==> src/rtl/triangle_feeder.sv <==
// -----------------------------------------------------------------------------
// triangle_feeder
//
// Front end of the rasterizer. It walks an indexed triangle list and hands the
// rasterizer one fully assembled triangle per valid/ready transfer.
//
// Each triangle is fetched in a fixed five-cycle pipelined window:
//   f=0..2  index memory is read at 3*t+f
//   f=0     color memory is read at t
//   f=1..3  each returned vertex index is forwarded straight to vertex memory
//   f=1     the color index is captured
//   f=2..4  the returned {z,y,x} words are captured into v0, v1, v2
// The triangle is then presented until the rasterizer accepts it.
//
// Ports
//   clk, rstn         clock, asynchronous active-low reset
//   i_start           begin a list (sampled only while idle)
//   i_num_triangles   list length, clamped to MAX_TRIANGLES when latched
//   o_idx_addr        index memory address     / i_idx_data   (1-cycle latency)
//   o_vtx_addr        vertex memory address    / i_vtx_data   (1-cycle latency)
//   o_color_addr      color memory address     / i_color_data (1-cycle latency)
//   o_v0..o_v2        {z,y,x} of the presented triangle
//   o_color           color lookup index of the presented triangle
//   o_triangle_dv     triangle valid
//   o_triangle_last   valid triangle is the final one of the list
//   i_ready           rasterizer accepts the triangle when high with o_triangle_dv
//   o_busy            high whenever not idle
//   o_done            one-cycle pulse after the final transfer
// -----------------------------------------------------------------------------
module triangle_feeder #(
  parameter int unsigned DATAWIDTH      = 12,
  parameter int unsigned COLORWIDTH     = 4,
  parameter int unsigned VTX_ADDR_WIDTH = 8,
  parameter int unsigned MAX_TRIANGLES  = 256,
  parameter int unsigned TRI_WIDTH      = $clog2(MAX_TRIANGLES + 1),
  parameter int unsigned IDX_ADDR_WIDTH = $clog2(3 * MAX_TRIANGLES)
) (
  input  logic                      clk,
  input  logic                      rstn,
  input  logic                      i_start,
  input  logic [TRI_WIDTH-1:0]      i_num_triangles,
  output logic [IDX_ADDR_WIDTH-1:0] o_idx_addr,
  input  logic [VTX_ADDR_WIDTH-1:0] i_idx_data,
  output logic [VTX_ADDR_WIDTH-1:0] o_vtx_addr,
  input  logic [3*DATAWIDTH-1:0]    i_vtx_data,
  output logic [TRI_WIDTH-1:0]      o_color_addr,
  input  logic [COLORWIDTH-1:0]     i_color_data,
  output logic [3*DATAWIDTH-1:0]    o_v0,
  output logic [3*DATAWIDTH-1:0]    o_v1,
  output logic [3*DATAWIDTH-1:0]    o_v2,
  output logic [COLORWIDTH-1:0]     o_color,
  output logic                      o_triangle_dv,
  output logic                      o_triangle_last,
  input  logic                      i_ready,
  output logic                      o_busy,
  output logic                      o_done
);

  localparam logic [TRI_WIDTH-1:0] MaxCount = TRI_WIDTH'(MAX_TRIANGLES);

  typedef enum logic [1:0] {
    StIdle,
    StFetch,
    StPresent,
    StDone
  } state_e;

  state_e state_q, state_d;

  // Fetch-cycle counter (f), triangle number (t) and latched list length.
  logic [2:0]                fetch_cnt_q, fetch_cnt_d;
  logic [TRI_WIDTH-1:0]      tri_q, tri_d;
  logic [TRI_WIDTH-1:0]      count_q, count_d;

  logic [IDX_ADDR_WIDTH-1:0] idx_addr_q, idx_addr_d;
  logic [VTX_ADDR_WIDTH-1:0] vtx_addr_q, vtx_addr_d;
  logic [TRI_WIDTH-1:0]      color_addr_q, color_addr_d;

  logic [3*DATAWIDTH-1:0]    v0_q, v0_d;
  logic [3*DATAWIDTH-1:0]    v1_q, v1_d;
  logic [3*DATAWIDTH-1:0]    v2_q, v2_d;
  logic [COLORWIDTH-1:0]     color_q, color_d;

  logic is_last;
  logic fetch_end;
  logic vtx_window;
  logic xfer;

  assign is_last    = (tri_q == (count_q - TRI_WIDTH'(1)));
  assign fetch_end  = (state_q == StFetch) && (fetch_cnt_q == 3'd4);
  // f=1..3: index data is arriving and is forwarded as the vertex address.
  assign vtx_window = (state_q == StFetch) && (fetch_cnt_q >= 3'd1) && (fetch_cnt_q <= 3'd3);
  assign xfer       = (state_q == StPresent) && i_ready;

  // ---------------------------------------------------------------------------
  // FSM: state register
  // ---------------------------------------------------------------------------
  always_ff @(posedge clk or negedge rstn) begin
    if (!rstn) begin
      state_q <= StIdle;
    end else begin
      state_q <= state_d;
    end
  end

  // ---------------------------------------------------------------------------
  // FSM: next state
  // ---------------------------------------------------------------------------
  always_comb begin
    state_d = state_q;
    unique case (state_q)
      StIdle: begin
        if (i_start) begin
          state_d = (i_num_triangles == '0) ? StDone : StFetch;
        end
      end
      StFetch: begin
        if (fetch_end) begin
          state_d = StPresent;
        end
      end
      StPresent: begin
        if (i_ready) begin
          state_d = is_last ? StDone : StFetch;
        end
      end
      StDone: begin
        state_d = StIdle;
      end
      default: begin
        state_d = StIdle;
      end
    endcase
  end

  // ---------------------------------------------------------------------------
  // FSM: outputs
  // ---------------------------------------------------------------------------
  always_comb begin
    o_triangle_dv   = (state_q == StPresent);
    o_triangle_last = (state_q == StPresent) && is_last;
    o_busy          = (state_q != StIdle);
    o_done          = (state_q == StDone);
    o_idx_addr      = idx_addr_q;
    o_color_addr    = color_addr_q;
    // Same-cycle pass-through keeps the vertex read one cycle behind the index
    // read; outside the window the last issued address is held.
    o_vtx_addr      = vtx_window ? i_idx_data : vtx_addr_q;
    o_v0            = v0_q;
    o_v1            = v1_q;
    o_v2            = v2_q;
    o_color         = color_q;
  end

  // ---------------------------------------------------------------------------
  // Datapath next state
  // ---------------------------------------------------------------------------
  always_comb begin
    fetch_cnt_d  = '0;
    tri_d        = tri_q;
    count_d      = count_q;
    idx_addr_d   = idx_addr_q;
    vtx_addr_d   = vtx_addr_q;
    color_addr_d = color_addr_q;
    v0_d         = v0_q;
    v1_d         = v1_q;
    v2_d         = v2_q;
    color_d      = color_q;

    unique case (state_q)
      StIdle: begin
        if (i_start && (i_num_triangles != '0)) begin
          count_d      = (i_num_triangles > MaxCount) ? MaxCount : i_num_triangles;
          tri_d        = '0;
          // Addresses are loaded one cycle early so f=0 already drives them.
          idx_addr_d   = '0;
          color_addr_d = '0;
        end
      end

      StFetch: begin
        if (!fetch_end) begin
          fetch_cnt_d = fetch_cnt_q + 3'd1;
        end
        if (fetch_cnt_q < 3'd2) begin
          idx_addr_d = idx_addr_q + IDX_ADDR_WIDTH'(1);
        end
        if (vtx_window) begin
          vtx_addr_d = i_idx_data;
        end
        unique case (fetch_cnt_q)
          3'd1:    color_d = i_color_data;
          3'd2:    v0_d    = i_vtx_data;
          3'd3:    v1_d    = i_vtx_data;
          3'd4:    v2_d    = i_vtx_data;
          default: ;
        endcase
      end

      StPresent: begin
        if (xfer && !is_last) begin
          tri_d        = tri_q + TRI_WIDTH'(1);
          // idx_addr_q sits at 3*t+2, so the next base 3*(t+1) is one above it.
          idx_addr_d   = idx_addr_q + IDX_ADDR_WIDTH'(1);
          color_addr_d = tri_q + TRI_WIDTH'(1);
        end
      end

      default: ;
    endcase
  end

  // ---------------------------------------------------------------------------
  // Datapath registers
  // ---------------------------------------------------------------------------
  always_ff @(posedge clk or negedge rstn) begin
    if (!rstn) begin
      fetch_cnt_q  <= '0;
      tri_q        <= '0;
      count_q      <= '0;
      idx_addr_q   <= '0;
      vtx_addr_q   <= '0;
      color_addr_q <= '0;
      v0_q         <= '0;
      v1_q         <= '0;
      v2_q         <= '0;
      color_q      <= '0;
    end else begin
      fetch_cnt_q  <= fetch_cnt_d;
      tri_q        <= tri_d;
      count_q      <= count_d;
      idx_addr_q   <= idx_addr_d;
      vtx_addr_q   <= vtx_addr_d;
      color_addr_q <= color_addr_d;
      v0_q         <= v0_d;
      v1_q         <= v1_d;
      v2_q         <= v2_d;
      color_q      <= color_d;
    end
  end

endmodule

==> config.mk <==
export PLATFORM = sky130hd
export DESIGN_NAME = triangle_feeder
export DESIGN_NICKNAME = d
export VERILOG_FILES = /design/src/rtl/triangle_feeder.sv
export SDC_FILE = /design/constraint.sdc
export NUM_CORES = 1
export LEC_CHECK = 0
export BUFFER_PORTS_ARGS = -buffer_cell sky130_fd_sc_hd__buf_2
export CORE_ASPECT_RATIO = 0.8
export CORE_MARGIN = 2
export CORE_UTILIZATION = 35
export DETAILED_ROUTE_END_ITERATION = 12
export SLEW_MARGIN = 30
export SYNTH_ARGS = -nofsm -noshare
export SYNTH_HDL_FRONTEND = slang
export SYNTH_SLANG_ARGS = --single-unit
==> constraint.sdc <==
create_clock -name clk -period 3.56 [get_ports clk]
set_clock_uncertainty 0.2 [all_clocks]
set_input_delay 0.356 -clock clk [delete_from_list [all_inputs] [get_ports clk]]
set_output_delay 0.356 -clock clk [all_outputs]
set_load 0.005 [all_outputs]
=== Yosys cells after proc, flatten, opt, wreduce, memory -nomap -nowiden ===
Index checks and enable logic that the tools add are counted.

* Memories: 0
* Bits in latches: 0
* Register bits: 153
* Bits in read-only memories: 0
* Logic and storage cells: 71
* Memory bits (writable): 0

* Multipliers: 0
* Add/subtract/negate cells: 4
* Muxes and demuxes: 17
* Div/mod/pow operators: 0
* Equality and inequality tests: 14
* Shift-type cells: 0
* Reductions and logical operators: 22
* Magnitude comparators: 4
* Bitwise gates (word level): 0

{| class="wikitable"
|+ Operators with widths
! kind !! number
|-
| $mux W10 || 3
|-
| $pmux W10 S3 || 1
|-
| $mux W9 || 3
|-
| $pmux W9 S2 || 1
|-
| $add A10 B1 Y10 const B || 1
|-
| $mux W2 || 5
|-
| $reduce_and A2 Y1 || 5
|-
| $add A9 B1 Y9 const B || 1
|-
| $eq A9 B9 Y1 || 1
|-
| $gt A9 B9 Y1 const B || 1
|-
| $logic_not A9 Y1 || 1
|-
| $reduce_bool A9 Y1 || 1
|-
| $sub A9 B1 Y9 const B || 1
|-
| $mux W8 || 1
|-
| $pmux W2 S4 || 1
|-
| $logic_and A1 B1 Y1 || 7
|-
| $eq A3 B2 Y1 const B || 2
|-
| $mux W3 || 2
|-
| $ne A2 B1 Y1 const B || 3
|-
| $ne A2 B2 Y1 const B || 3
|-
| $reduce_and A3 Y1 || 2
|-
| $eq A2 B2 Y1 const B || 2
|-
| $reduce_and A4 Y1 || 1
|-
| $reduce_bool A2 Y1 || 2
|-
| 10 further kinds || 10
|}

=== Longest topological paths before layout ===
Gate-level depths: netlist of the first run.

* Depth in word-level cells: 6
* Gate-level depth with buffers: 11
* Depth with buffers taken out: 9

=== Least setup slack after synthesis of the first run ===
No wires, ideal clock.

* Path kind: register to output
* Start: reg fetch_cnt_q[1]
* End: out o_vtx_addr[0]
* Stages on the path, launching flop included: 7
* Setup slack: 965 ps
* Data arrival time: 2039 ps
* Data required time: 3004 ps
* Buffers on the path: 1
* Cells stage by stage: dfrtp_1 inv_1 ha_1 or4_1 o211ai_1 clkbuf_1 mux2_2

* Longest elaborated chain between the ends: 4
* Elaborated cells on any way between the ends: 5
* Classes of those cells: order compare (2); mux (1); reduce/logical (2)

{| class="wikitable"
|+ RTL lines
! item !! RTL line !! RTL
|-
| start, declared || 71 || <nowiki>logic [2:0] fetch_cnt_q, fetch_cnt_d;</nowiki>
|-
| start signal, assigned || 229 || <nowiki>fetch_cnt_q <= fetch_cnt_d;</nowiki>
|-
| $ge A3 B1 Y1 || 92 || <nowiki>assign vtx_window = (state_q == StFetch) && (fetch_cnt_q >= 3'd1) && (fetch_cnt_q <= 3'd3);</nowiki>
|-
| $logic_and A1 B1 Y1 || 92 ||
|-
| $logic_and A1 B1 Y1 * || 92 ||
|-
| $mux W8 * || - ||
|-
| end, declared || 44 || <nowiki>output logic [VTX_ADDR_WIDTH-1:0] o_vtx_addr,</nowiki>
|}

Every way passes the cells marked *; elsewhere a longest branch is shown, timed or not.

=== Worst setup path after layout of the first run ===
* Start: reg state_q[0]
* End: out o_triangle_last

* Longest elaborated chain between the ends: 2

{| class="wikitable"
|+ RTL lines
! item !! RTL line !! RTL
|-
| start, declared || 68 || <nowiki>state_e state_q, state_d;</nowiki>
|-
| start signal, assigned || 100 || <nowiki>state_q <= StIdle;</nowiki>
|-
| start signal, assigned || 102 || <nowiki>state_q <= state_d;</nowiki>
|-
| $eq A2 B2 Y1 || 141 || <nowiki>o_triangle_last = (state_q == StPresent) && is_last;</nowiki>
|-
| $logic_and A1 B1 Y1 || 141 ||
|-
| end, declared || 53 || <nowiki>output logic o_triangle_last,</nowiki>
|}

Every way passes these cells.

==> metrics.md, run 1 <==
| Metric | Value |
|---|---|
| Most repeated library cell on the critical path | `inv_1` |
| Startpoint type of the worst setup path | `flop` |
| Global-route met2 utilization | `28.0%` |
| Drt first pass iters | `4` |
| Flip-flop and latch count after synthesis | `153` |
| Largest net degree at the start of global routing | `83` |
| Sequential-to-total area share from yosys stat | `57.5%` |
| CP endpoint kind | `output port` |
| Critical path launch point | `state_q[0]$_DFFE_PN0P_` |
| Global-route track usage on met1 | `21.4%` |
| Total die area | `20200 um2` |
| Top-area cell type share of the netlist area | `57.5%` |
| N_diodes | `0` |
| Layout overhead on the synthesized area | `36.5%` |
| VDD IR-drop max | `346 uV` |
| Filler Cells Inserted | `1711` |
| Average vias per placed instance | `4.86` |
| Largest driver fanout on the critical path | `16` |
| Post-layout total power | `8.05 mW` |
| Post-detailed-route count of antenna-violating nets | `0` |
| Final global-route overflow total | `0` |
| CTS tree | `yes` |
| Total area of multi-input combinational cells | `2710 um2` |
| Storage element area | `3830 um2` |
| Initial antenna violation count | `0` |
| Number of hold violations in the final report | `0` |
| Fraction of final layout cells sized beyond drive strength 1 | `49.3%` |
| Count of instances resized after the clock tree is built | `0` |
| Warnings from Yosys | `0` |
| Number of top-level design ports | `204` |
| Die boundary width | `158 um` |
| Synthesized instance count | `504` |
| Crit path cell chain | `inv_1 -> ha_1 -> inv_1 -> nor4_1 -> o2111a_1 -> o211ai_2 -> inv_2 -> buf_2` |
| Drt wl/cell | `16.3 um` |
| Worst Min Path Start | `i_num_triangles[5]` |
| Die height | `127 um` |
| Number of synthesized flops with an enable pin | `0` |
| CP max-delay cell | `dfrtp_1` |
| Hold/Removal Path Class | `primary input to flop` |
| Total Negative Setup Slacks | `0 ns` |
| Lkg Pwr | `4.27 nW` |
| Syn nets | `578` |
| Final RePlAce weighted congestion | `0.838` |
| Syn Std Cell Area | `6660 um2` |
| Final critical-path share of the clock period | `91.7%` |
| Leading register cell type out of synthesis | `dfrtp_1` |
| Setup-failing EPs final | `0` |
| TritonCTS Buffers | `17` |
| Aggregate global-route resource usage | `16.9%` |
| Worst EP arrival | `2.71 ns` |
| Most heavily used metal layer in global routing | `met2` |
| Total number of H-tree levels | `4` |
| Detailed placement HPWL | `11400 um` |
| Final critical-path required period | `3.26 ns` |
| Delay contributed by the slowest stage of the critical path | `0.42 ns` |
| Share of synthesized registers carrying an async set or reset | `100%` |
| Clk root buf | `clkbuf_16` |
| Setup repair after global routing missed its margin | `no` |
| GR Util met3 | `4.51%` |
| Initial core utilization | `35.4%` |
| Worst relative slew slack | `48.8%` |
| Routed WL | `16800 um` |
| Vias in the first global route | `5239` |
| Max capacitance violation total | `0` |
| Distinct cells, synth | `47` |
| Per-instance average area after synthesis | `13.2 um2` |
| Run status | `complete, no violations` |
| Slew Limit Fails | `0` |
| Count of buffers from port buffering | `203` |
| Highest achievable clock rate | `306 MHz` |
| Clk sinks | `153` |
| DR iter-0 viols | `225` |
| Worst path buffer plus inverter count | `4` |
| Buffer depth of the longest clock path | `2` |
| Count of nets after finishing | `838` |
| Kind of cell with the highest combined delay on the critical path | `buffers and inverters` |
| Wire length of the first global-routing pass | `26700 um` |
| Biggest area contributors in the synthesized netlist | `dfrtp_1 (57%), mux2_2 (22%), ha_1 (2.4%)` |
| Clock latency reported for the late side of the worst-skew pair | `0.42 ns` |
| Vias | `5027` |
| Pwr per Cell Area | `885 nW/um2` |
| Clock transition time at the flip-flop clock pins of the worst setup and hold paths | `0.07 ns` |
| Remaining DRCs | `0` |
| Category of the most critical setup path | `flop to output port` |
| Pin slew with the least headroom to its limit | `0.768 ns` |
| Worst Path Required | `3.00 ns` |
| Post-synthesis cell type with the largest combined area | `dfrtp_1` |
| Standard-cell row count | `45` |
| R2r startpoint | `state_q[0]$_DFFE_PN0P_` |
| Floorplan Core Area | `18800 um2` |
-- per-layer routing --
layer | part of all wire (%) | vias to the layer above | routed length, um
li1 | - | 2347 | -
met1 | 43 | 2533 | 7270
met2 | 50 | 122 | 8370
met3 | 4.9 | 25 | 831
met4 | 2.2 | 0 | 369
met5 | 0 | - | 0
-- layout by cell type (no fill, tap or decap), types with 3 or more instances in the layout --
master / synthesis / layout
a21oi_1: 3 / 3
a221o_1: 4 / 4
and3_1: 8 / 8
buf_2: 2 / 203
buf_4: 0 / 7
clkbuf_16: 0 / 17
dfrtp_1: 153 / 153
dlygate4sd3_1: 0 / 50
ha_1: 13 / 13
inv_1: 13 / 13
inv_6: 0 / 6
inv_8: 0 / 3
mux2_2: 129 / 129
nand2_1: 24 / 22
nand2b_1: 16 / 16
nand3_1: 16 / 15
nand3b_1: 7 / 7
nor2_1: 9 / 9
nor3_1: 6 / 6
nor4_1: 4 / 4
o211ai_1: 7 / 7
o21ai_0: 26 / 26
o311ai_1: 5 / 5
or3_1: 4 / 4
xnor2_1: 7 / 7
xor2_1: 3 / 3
-- power breakdown --
group / total, mW / switching (mW) / internal, mW / leakage [nW]
registers: 3.16 / 0.563 / 2.60 / 1.84
logic: 3.07 / 1.39 / 1.68 / 2.14
clock network: 1.82 / 0.814 / 1.00 / 0.287
-- path summary, 6_finish.rpt --
| path | slack (ns) | depth (start not counted) | to |
|---|---|---|---|
| max in group asynchronous | 1.92 | 3 | o_v2[4]$_DFFE_PN0P_ |
| worst min register to register | 0.30 | 1 | o_v1[33]$_DFFE_PN0P_ |
| worst min-delay path | 0.02 | 3 | count_q[5]$_DFFE_PN0P_ |
| worst max-delay path | 0.30 | 8 | o_triangle_last |
| min in group asynchronous | 0.36 | 2 | o_idx_addr[0]$_DFFE_PN0P_ |
| worst max register to register | 0.56 | 7 | o_idx_addr[5]$_DFFE_PN0P_ |
-- timing repair --
action,in CTS,in global routing
hold buffers,50,0
hold endpoints to repair,190,0
setup buffers,0,0
-- flip-flops by register name, indices dropped and copies added, names as in the netlist --
name / cells
o_v0: 36
o_v1: 36
fetch_cnt_q: 3
o_v2: 36
o_idx_addr: 10
count_q: 9
vtx_addr_q: 8
state_q: 2
o_color_addr: 9
o_color: 4
-- cell usage after synthesis, drive strengths merged, types with 3 or more instances --
cell,number
nor2,10
nand2,24
o311ai,6
nor4,4
a221o,4
inv,14
nand3b,8
ha,13
nor3,6
or3b,3
xor2,3
o211ai,8
mux2,129
nand2b,16
a21oi,3
and3,8
o21ai,26
nand3,16
or3,4
clkbuf,18
dfrtp,153
xnor2,7
-- worst min-delay path, delay by kind of cell --
kind                   cells  cell delay (ns)
AOI/OAI and AO/OA          1             0.07
buffers and inverters      1             0.10
and+or+nand+nor            1             0.07
-- layout make-up --
cell class,instances,share of cell area (%)
multi-input combinational,317,29.8
clock inverter,15,1.90
timing repair buffer,261,17.4
clock buffer,17,4.68
sequential,153,42.1
inverter,14,0.578
tap,258,3.55
-- metrics by stage --
step	cell area, um2	setup slack (ns)	hold WS, ns	util (%)	instances
after floorplan	6660	0.965	-0.140	-	504
after global placement	7990	0.737	0.254	42.5	952
after detailed placement	8000	0.618	0.271	42.5	953
after CTS	9100	0.310	0.00220	48.4	1035
after global routing	9100	0.118	0.0390	48.4	1035
final	9100	0.296	0.0184	48.4	1035
-- kinds of logic (layout without fill, tap and decap cells) --
kind of cell             Yosys count  count (layout)  synth area share (%)
XOR/XNOR                          11              11                  1.67
multiplexers                     129             129                  21.8
buffers and inverters             34             307                  1.95
AO/OA/AOI/OAI                     54              54                  5.46
adder cells (fa/ha/maj)           13              13                  2.44
flip-flops                       153             153                  57.5
AND/OR/NAND/NOR                  110             110                  9.20
(Power assumes the default switching activity.)
==> inputs of run 2 (changes only) <==
--- a/config.mk
+++ b/config.mk
@@ -10,6 +10,7 @@
 export CORE_MARGIN = 2
 export CORE_UTILIZATION = 35
 export DETAILED_ROUTE_END_ITERATION = 12
+export HOLD_SLACK_MARGIN = 0.03
 export SLEW_MARGIN = 30
 export SYNTH_ARGS = -nofsm -noshare
 export SYNTH_HDL_FRONTEND = slang
==> metrics.md, run 2 (synthesized netlist as in run 1, its figures left out) <==
| Metric | Value |
|---|---|
| Category of the most critical setup path | `flop to output port` |
| Detailed placement HPWL | `11400 um (unchanged)` |
| Fin worst setup slack | `0.283 ns (-0.0128 ns)` |
| Hold bufs inserted after CTS | `52 (+4.0%)` |
| DR iter-0 viols | `229 (+1.8%)` |
| Die boundary width | `158 um (unchanged)` |
| Worst Path Required | `3.00 ns (about the same)` |
| Worst EP arrival | `2.72 ns (about the same)` |
| Commonest non-fill, non-tap cell in the layout | `buf_2` |
| Routed WL | `16900 um (+0.41%)` |
| Highest achievable clock rate | `305 MHz (-0.39%)` |
| Vias in the first global route | `5254 (+0.29%)` |
| Drt wl/cell | `16.3 um (+0.22%)` |
| Drt first pass iters | `4 (unchanged)` |
| Number of hold violations in the final report | `0 (unchanged)` |
| Setup repair after global routing missed its margin | `no` |
| Average vias per placed instance | `4.85 (-0.21%)` |
| Initial core utilization | `35.4% (unchanged)` |
| Total Negative Setup Slacks | `0 ns (unchanged)` |
| Pwr per Cell Area | `883 nW/um2 (-0.20%)` |
| Setup-failing EPs final | `0 (unchanged)` |
| Filler Cells Inserted | `1707 (-0.23%)` |
| Clock latency reported for the late side of the worst-skew pair | `0.42 ns (about the same)` |
| Wire length of the first global-routing pass | `26900 um (+0.49%)` |
| Post-CTS repair timing setup buffer count | `0 (unchanged)` |
| CP endpoint kind | `output port` |
| Clock transition time at the flip-flop clock pins of the worst setup and hold paths | `0.07 ns (about the same)` |
| Vias | `5026 (-0.020%)` |
| Slew Limit Fails | `0 (unchanged)` |
| Pin slew with the least headroom to its limit | `0.765 ns (-0.00349 ns)` |
| Fraction of final layout cells sized beyond drive strength 1 | `49.2% (-0.13 points)` |
| Total die area | `20200 um2 (unchanged)` |
| Total number of H-tree levels | `4 (unchanged)` |
| Startpoint type of the worst setup path | `flop` |
| Floorplan Core Area | `18800 um2 (unchanged)` |
| Commonest cells after routing, fill and taps aside | `buf_2 (203), dfrtp_1 (153), mux2_2 (129), dlygate4sd3_1 (52), o21ai_0 (26)` |
| Count of buffers from port buffering | `203 (unchanged)` |
| VDD IR-drop max | `346 uV (about the same)` |
| Standard-cell row count | `45 (unchanged)` |
| Hold/Removal Path Class | `primary input to flop` |
| Initial antenna violation count | `0 (unchanged)` |
| Post-place setup slack | `0.618 ns (unchanged)` |
| TritonCTS Buffers | `17 (unchanged)` |
| Die height | `127 um (unchanged)` |
| Final critical-path share of the clock period | `92.0% (+0.36 points)` |
| Final RePlAce weighted congestion | `0.838 (unchanged)` |
| Count of instances resized after the clock tree is built | `0 (unchanged)` |
| Largest driver fanout on the critical path | `16 (unchanged)` |
| Buffer depth of the longest clock path | `2 (unchanged)` |
| Largest net degree at the start of global routing | `83 (unchanged)` |
| Run status | `complete, no violations` |
| Lkg Pwr | `4.28 nW (+0.20%)` |
| Layout overhead on the synthesized area | `36.8%` |
| Aggregate global-route resource usage | `17.0% (+0.095 points)` |
| CTS tree | `yes` |
| Max capacitance violation total | `0 (unchanged)` |
| N_diodes | `0 (unchanged)` |
| Clk root buf | `clkbuf_16` |
| Worst relative slew slack | `49.0% (+0.23 points)` |
| Remaining DRCs | `0 (unchanged)` |
| Final-layout worst hold slack | `0.0536 ns (+0.0352 ns)` |
| Number of top-level design ports | `204 (unchanged)` |
| Post-detailed-route count of antenna-violating nets | `0 (unchanged)` |
| Final global-route overflow total | `0 (unchanged)` |
| Count of nets after finishing | `840 (+0.24%)` |
| Final critical-path required period | `3.28 ns (+0.0128 ns)` |
| Clk sinks | `153 (unchanged)` |
## run 2: cell count changes in the layout (fill, tap and decap cells not counted), sizes merged
cell / before / now
dlygate4sd3: 50 / 52
## run 2: cell type report
cell class	count	area [um2]	area share (%)
timing repair buffer	263	1600	17.6
clock buffer	17	425	4.67
inverter	14	52.6	0.576
multi-input combinational	317	2710	29.8
tap	258	323	3.54
sequential	153	3830	42.0
clock inverter	15	173	1.89
## run 2: through the flow
step | instances | power (mW) | cell area [um2] | util (%)
floorplan | 504 | 4.83 | 6660 | -
global placement | 952 | 6.10 | 7990 | 42.5
detailed placement | 953 | 6.22 | 8000 | 42.5
finish | 1037 | 8.05 | 9120 | 48.5
CTS | 1037 | 8.13 | 9120 | 48.5
global route | 1037 | 8.62 | 9120 | 48.5
## run 2: critical path, cell delays in order, from the launching register on
cell and delay, ns:
dfrtp_1 0.42, inv_1 0.13, ha_1 0.39, inv_1 0.23, nor4_1 0.32, o2111a_1 0.23, o211ai_2 0.15, inv_2 0.26
buf_2 0.17
## run 2: path summary, 6_finish.rpt
check | startpoint | end | slack (ns) | cells past startpoint
max | state_q[0]$_DFFE_PN0P_ | o_triangle_last | 0.28 | 8
min | i_num_triangles[3] | count_q[3]$_DFFE_PN0P_ | 0.05 | 3
max reg2reg | state_q[0]$_DFFE_PN0P_ | o_idx_addr[5]$_DFFE_PN0P_ | 0.54 | 7
min reg2reg | o_v1[33]$_DFFE_PN0P_ | o_v1[33]$_DFFE_PN0P_ | 0.30 | 1
max in group asynchronous | rstn | o_v2[4]$_DFFE_PN0P_ | 1.92 | 3
min in group asynchronous | rstn | o_idx_addr[0]$_DFFE_PN0P_ | 0.36 | 2
## run 2: power by group
group / internal (mW) / leakage, nW / switching, mW
sequential: 2.60 / 1.84 / 0.562
clock: 1.00 / 0.287 / 0.813
combinational: 1.68 / 2.15 / 1.39
## run 2: routing by layer
metal  wire length (um)  global-route usage (%)  vias to the layer above
met5                  0                       0                        -
met4                384                    6.25                        0
met3                856                    4.51                       27
met2               8370                    28.1                      129
met1               7290                    21.5                     2520
li1                   -                       -                     2350
